**config.mk**
```make
export PLATFORM = sky130hd
export DESIGN_NAME = mux_scan_ctrl
export DESIGN_NICKNAME = d
export VERILOG_FILES = /design/src/rtl/mux_scan_ctrl.sv
export SDC_FILE = /design/constraint.sdc
export NUM_CORES = 1
export LEC_CHECK = 0
export CAP_MARGIN = 20
export CORE_MARGIN = 10
export CORE_UTILIZATION = 50
export CTS_BUF_LIST = sky130_fd_sc_hd__clkbuf_8
export DETAILED_ROUTE_END_ITERATION = 16
export MAX_ROUTING_LAYER = met4
export PLACE_DENSITY = 0.81
export RECOVER_POWER = 100
export SYNTH_ARGS = -nofsm -noshare
export SYNTH_HDL_FRONTEND = slang
export SYNTH_SLANG_ARGS = --single-unit
```
**constraint.sdc**
```tcl
create_clock -name clk -period 2.45 [get_ports clk]
set_input_delay 0.49 -clock clk [delete_from_list [all_inputs] [get_ports clk]]
set_output_delay 0.49 -clock clk [all_outputs]
set_load 0.02 [all_outputs]
```
**src/rtl/mux_scan_ctrl.sv**
```systemverilog
// mux_scan_ctrl
// Sequential scan controller for the 31:1 selector mux. It walks the mux
// select across all inputs, captures one mux output per cycle into a packed
// frame, then holds that frame on a valid/ready handshake until it is taken.
//
// Ports
//   clk           sole clock, rising edge
//   reset         synchronous, active-high reset
//   start         scan request, only looked at while idle
//   sel           registered mux select (never drives NUM_INP..31)
//   mux_out       combinational mux output for the current sel
//   busy          high while scanning or holding a frame
//   frame_data    packed frame, slot i at [W*i +: W]
//   frame_valid   frame_data complete and frozen
//   frame_ready   downstream accept, qualified by frame_valid
//   frame_count   accepted frames, 8-bit wrap
//   frame_parity  XOR of all frame bits (only with MUX_SCAN_PARITY_EN)
//
// Build option: define MUX_SCAN_PARITY_EN to add the frame_parity port.
//
// state | meaning
// IDLE  | waiting for start, sel parked at 0
// SCAN  | one slot captured per cycle, sel = slot being captured
// HOLD  | frame complete, frame_valid high until frame_ready

module mux_scan_ctrl #(
   parameter int NUM_INP = 31,
   parameter int W       = 2
) (
   input  logic                 clk,
   input  logic                 reset,
   input  logic                 start,
   output logic [4:0]           sel,
   input  logic [W-1:0]         mux_out,
   output logic                 busy,
   output logic [NUM_INP*W-1:0] frame_data,
   output logic                 frame_valid,
   input  logic                 frame_ready,
   output logic [7:0]           frame_count
`ifdef MUX_SCAN_PARITY_EN
   ,
   output logic                 frame_parity
`endif
);

   typedef enum logic [1:0] {
      ST_IDLE = 2'd0,
      ST_SCAN = 2'd1,
      ST_HOLD = 2'd2
   } state_t;

   localparam logic [4:0] LAST_SEL = 5'(NUM_INP - 1);

   state_t                 state;
   state_t                 state_nxt;
   logic [4:0]             sel_nxt;
   logic                   last_slot;
   logic                   accept;
   logic [NUM_INP*W-1:0]   frame_cap;

   assign last_slot = (sel == LAST_SEL);
   assign accept    = (state == ST_HOLD) && frame_ready;

   // Frame as it will look after this cycle's capture; the parity on the
   // HOLD-entry edge must include the last slot captured on that same edge.
   always_comb begin
      frame_cap = frame_data;
      for (int i = 0; i < NUM_INP; i++) begin
         if (sel == 5'(i)) begin
            frame_cap[W*i +: W] = mux_out;
         end
      end
   end

   always_ff @(posedge clk) begin
      if (reset) begin
         state        <= ST_IDLE;
         sel          <= 5'd0;
         frame_data   <= '0;
         frame_count  <= 8'd0;
`ifdef MUX_SCAN_PARITY_EN
         frame_parity <= 1'b0;
`endif
      end else begin
         state <= state_nxt;
         sel   <= sel_nxt;
         if (state == ST_SCAN) begin
            frame_data <= frame_cap;
         end
         if (accept) begin
            frame_count <= frame_count + 8'd1;
         end
`ifdef MUX_SCAN_PARITY_EN
         if ((state == ST_SCAN) && last_slot) begin
            frame_parity <= ^frame_cap;
         end
`endif
      end
   end

   always_comb begin
      state_nxt = state;
      sel_nxt   = sel;
      case (state)
         ST_IDLE: begin
            sel_nxt = 5'd0;
            if (start) begin
               state_nxt = ST_SCAN;
            end
         end
         ST_SCAN: begin
            if (last_slot) begin
               state_nxt = ST_HOLD;
               sel_nxt   = 5'd0;
            end else begin
               sel_nxt = sel + 5'd1;
            end
         end
         ST_HOLD: begin
            sel_nxt = 5'd0;
            if (frame_ready) begin
               state_nxt = ST_IDLE;
            end
         end
         default: begin
            state_nxt = ST_IDLE;
            sel_nxt   = 5'd0;
         end
      endcase
   end

   always_comb begin
      busy        = 1'b0;
      frame_valid = 1'b0;
      case (state)
         ST_SCAN: busy = 1'b1;
         ST_HOLD: begin
            busy        = 1'b1;
            frame_valid = 1'b1;
         end
         default: ;
      endcase
   end

endmodule
```
== After elaboration in Yosys (flattened, before gate mapping) ==
Index checks and enable logic that the tools add are counted.
Word-level totals
  register bits after elaboration: 77
  latch bits: 0
  RAM bits: 0
  memory bits (read-only): 0
  bits of input ports: 6
  output and inout port bits: 77
  word-level logic and storage cells: 115
  memories kept: 0
Cells by class
  add/sub/neg operators: 2
  multiply operators: 0
  divide/modulo/power cells: 0
  $lt $le $gt $ge: 0
  equality and inequality tests: 35
  shifts and indexed selects: 0
  muxes and demuxes: 6
  bitwise gates (word level): 1
  reduce and logical (&&, ||, !) cells: 37
Operator list (count)
  $eq A5 B5 Y1 const B: 15
  $reduce_and A2 Y1: 31
  $eq A5 B4 Y1 const B: 8
  $eq A5 B3 Y1 const B: 4
  $eq A5 B2 Y1 const B: 2
  $add A8 B1 Y8 const B: 1
  $mux W2: 3
  $ne A2 B2 Y1 const B: 3
  $pmux W2 S3: 1
  $add A5 B1 Y5 const B: 1
  $eq A5 B1 Y1 const B: 1
  $logic_not A5 Y1: 1
  $reduce_and A3 Y1: 1
  $reduce_or A3 Y1: 1
  $eq A2 B1 Y1 const B: 1
  $eq A2 B2 Y1 const B: 1
  $logic_not A2 Y1: 1
  $mux W1: 2
  $reduce_or A2 Y1: 1
  $logic_and A1 B1 Y1: 1
  $not A1 Y1: 1

== Logic depth before layout (Yosys ltp) ==
  word-level depth: 3
  depth in mapped cells: 7

== Worst setup path after synthesis ==
OpenSTA, ideal clock, no wires.
  path kind: reg-to-reg
  from: register state[0]
  to: register frame_count[5]
  library setup time: 70 ps
  data arrival time: 1558 ps
  slack: 822 ps
  stages on the path, launching flop included: 6
  buffers on the path: 0
  period minus slack after synthesis: 1628 ps
  cell sequence: dfxtp_1 -> inv_1 -> ha_1 -> nand3_2 -> or4_1 -> a21oi_1
On the way
  cells in the longest elaborated chain, start to end: 2
RTL lines
  start: declaration: line 54  | state_t state;
  start signal: assignment: line 85  | state <= state_nxt;
  $eq A2 B2 Y1: line 62  | assign accept = (state == ST_HOLD) && frame_ready;
  $logic_and A1 B1 Y1: line 62
  end signal: assignment: line 91  | frame_count <= frame_count + 8'd1;
  end: declaration: line 39  | output logic [7:0] frame_count
No other way between the ends.
A chain may end at the register's enable or synchronous reset.

== Final worst setup path ==
  from: register state[0]
  to: output frame_valid
On the way
  cells in the longest elaborated chain, start to end: 2
RTL lines
  $eq A2 B2 Y1: line 135  | case (state)
  $mux W1: line 135
  end: declaration: line 37  | output logic frame_valid,
No other way between the ends.

==> reports/metrics.yaml <==
status:
  status: "completed"
die:
  rows: 29
  die-width_um: 100.6
  coreArea_um2: 6350
  die_height_um: 100.6
  start_util_pct: 51.21
  dieArea_um2: 10130
  io_pins: 83
synth:
  synth_edf_count: 0
  synth-xor-area-share_pct: 1.077
  synth_fp_nets: 408
  synth_compound_area_share_pct: 21.24
  synthArstFlopShare_pct: 0
  ys_ff_latch: 77
  synth_top_area_cell: "dfxtp_1"
  ys_warn_count: 0
  yosysSeqAreaShare_pct: 47.40
  synth_top_family_by_area: "compound AO/OA/AOI/OAI gates"
  synth_top_flop_cell: "dfxtp_1"
  synth.distinct_cells: 35
  syn_inst: 393
  synth_area_leaders: "dfxtp_1 (47%), nand3_1 (11%), a21oi_1 (10%), o21ai_0 (9.2%), ha_1 (3.5%)"
  syn_area_per_cell_um2: 8.274
  yosys-mux-area-fraction_pct: 0.6541
  synth_top_area_share_pct: 47.40
  synthSimpleGateAreaFrac_pct: 19.85
  synthAdderAreaFrac_pct: 3.463
  synth_area_um2: 3252
sta:
  slew_violations: 0
  max_slew_margin_pct: 57.98
  worst_slew_pin_slew_ns: 0.6304
  finalSetupViolCount: 0
  whs_ns: 0.4724
  hold_viol: 0
  fmax_ghz: 0.4393
  period_share_pct: 92.91
  timing.setup.tns_ns: 0
  period_needed_ns: 2.276
  rsz0062_at_grt: "no"
  clock_skew_ns: 0.007043
pwr:
  power.leakage_uw: 0.001682
  intPower_uw: 2034
  swShare_pct: 25.42
  seq_power_share_pct: 47.1
  combPwrFrac_pct: 9.8
  p_sw_uw: 693.0
  p_per_area_nw_per_um2: 634.8
  ir_drop_mv: 0.3663
  clkPwrFrac_pct: 43.1
critical_path:
  worstPathMaxFanout: 8
  worstSetupPathType: "reg -> out"
  cpMaxStageDelayCell: "dlygate4sd3_1"
  crit_buf_inv: 2
  critPathMaxStageDelay_ns: 0.73
  end_kind: "output port"
  arrival_ns: 1.79
  crit_chain: "inv_1 > ha_1 > dlygate4sd3_1"
  cp_data_required_time_ns: 1.96
  cpLargestDelayFamily: "buffers and inverters"
  start_kind: "register"
place:
  place.gp.congestion: 0.8325
  placed_cells: 521
  port_buffers: 82
  post-dp-hpwl_um: 6369
global_routing:
  antenna_found_initial: 0
  grt_pass1_vias: 3072
  use_met1_pct: 22.77
  grt.busiest_layer: "met2"
  gr-usage-met3_pct: 4.595
  use_met2_pct: 31.50
  grt_util_all_layers_pct: 19.55
  grt_pass1_wl_um: 15680
  grt_max_degree: 63
  grt_overflow: 0
clock_network:
  cts_setup_buffers: 0
  clock_sinks: 77
  htreeDepth: 3
  numCtsBuffers: 9
  clk_pin_slew_ns: 0.08
  clock_latency_ns: 0.36
  hold_buffers: 0
  cts-root-buf: "clkbuf_8"
  cts_buffer_depth: 2
  cts_resized: 0
  tritoncts: "done"
layout:
  drive_above_1_share_pct: 5.870
  n_antenna_cell: 0
  fin_nets: 470
  fin_cells: 537
  syn_to_final_growth_pct: 32.09
detailed_routing:
  wl_per_cell_um: 17.80
  routed_wl_um: 9559
  drtAntennaViolNets: 0
  first_pass_iters: 5
  post-route-drc-count: 0
  avgViaCountPerCell: 5.985
  vias: 3214
  drtIter0Drc: 249
worst_hold_path:
  hold_class: "reg -> reg"
flow_run:
  cap_violations: 0
[cell families (layout without fill, tap and decap cells)]
family                   after synthesis  count (layout)
AND/OR/NAND/NOR                      120             120
AO/OA/AOI/OAI                        134             134
adder cells (fa/ha/maj)                9               9
XOR/XNOR                               4               4
flip-flops                            77              77
buffers and inverters                 47             114
multiplexers                           2               2
[tightest hold or removal path: stages, from the launching register on]
cell,delay [ns]
dfxtp_1,0.31
o21ai_0,0.06
a21oi_1,0.06
[sequential cells by signal (all words and copies together), names as in the netlist]
| register | count |
|---|---|
| frame_data | 62 |
| frame_count | 8 |
| sel | 5 |
| state | 2 |
[cell usage after synthesis, drive strengths merged (2+ instances only)]
library cell	number
nor2	10
nand4	3
a21oi	67
dfxtp	77
and3	5
nor2b	3
inv	9
o21ai	62
or3	2
o31ai	2
or4	2
clkbuf	28
and3b	4
nand2	9
nand3b	5
xor2	3
ha	9
nand2b	4
nand3	71
buf	10
[power by group through the flow]
stage,Clock [µW],Sequential (µW),Combinational (µW)
finish,1170,1290,268
global placement,0,1310,263
detailed placement,0,1320,270
floorplan,0,1330,170
global route,1240,1290,290
CTS,1180,1290,273
[cells in the final DEF (no fill, tap or decap), types with 2 or more instances in the layout]
master / netlist / layout
inv_1: 9 / 9
nand2_1: 9 / 9
ha_1: 9 / 9
dlygate4sd3_1: 0 / 77
clkdlybuf4s50_1: 0 / 4
buf_4: 3 / 5
dfxtp_1: 77 / 77
nand2b_1: 4 / 4
nand3b_1: 5 / 5
nand4_1: 2 / 2
clkbuf_8: 0 / 9
and3b_1: 4 / 4
a21oi_1: 67 / 67
nand3_1: 70 / 71
o31ai_1: 2 / 2
xor2_1: 3 / 3
or4_1: 2 / 2
nor2b_1: 3 / 3
clkinvlp_4: 0 / 2
bufinv_16: 0 / 3
nor2_1: 10 / 10
and3_1: 5 / 5
o21ai_0: 60 / 61
[stage by stage]
stage,cell area (µm²),util [%],setup WS (ns),power (µW)
after floorplan,3252,-,0.8219,1496
after global placement,4058,63.90,0.5297,1576
after detailed placement,4058,63.90,0.4837,1586
after CTS,4304,67.78,0.1915,2739
after global routing,4295,67.65,0.06498,2816
final,4295,67.65,0.1737,2727
[cell type report]
| cell class | count | area (µm²) |
|---|---|---|
| flip-flops and latches | 77 | 1541 |
| repair buffers | 89 | 877.1 |
| multi-input cells | 269 | 1500 |
| fillers | 542 | 2054 |
| inverters | 9 | 33.78 |
| clock buffers | 9 | 123.9 |
| well taps | 77 | 96.34 |
| clock inverters | 7 | 122.6 |
[routing by layer]
metal  part of all wire (%)  routed length, µm  vias up
met5                      0                  0        -
met4                    2.2                214        0
met3                    7.8                742       21
met2                     50               4737      141
met1                     40               3865     1533
li1                       -                  -     1519
[worst paths after layout]
check / cells after the start / from / slack [ns] / end
max: 3 / state[0] / 0.17 / frame_valid
min: 2 / frame_data[12] / 0.47 / frame_data[12]
max reg2reg: 4 / sel[2] / 0.49 / frame_data[43]
min reg2reg: 2 / frame_data[12] / 0.47 / frame_data[12]
(Power assumes the default switching activity.)
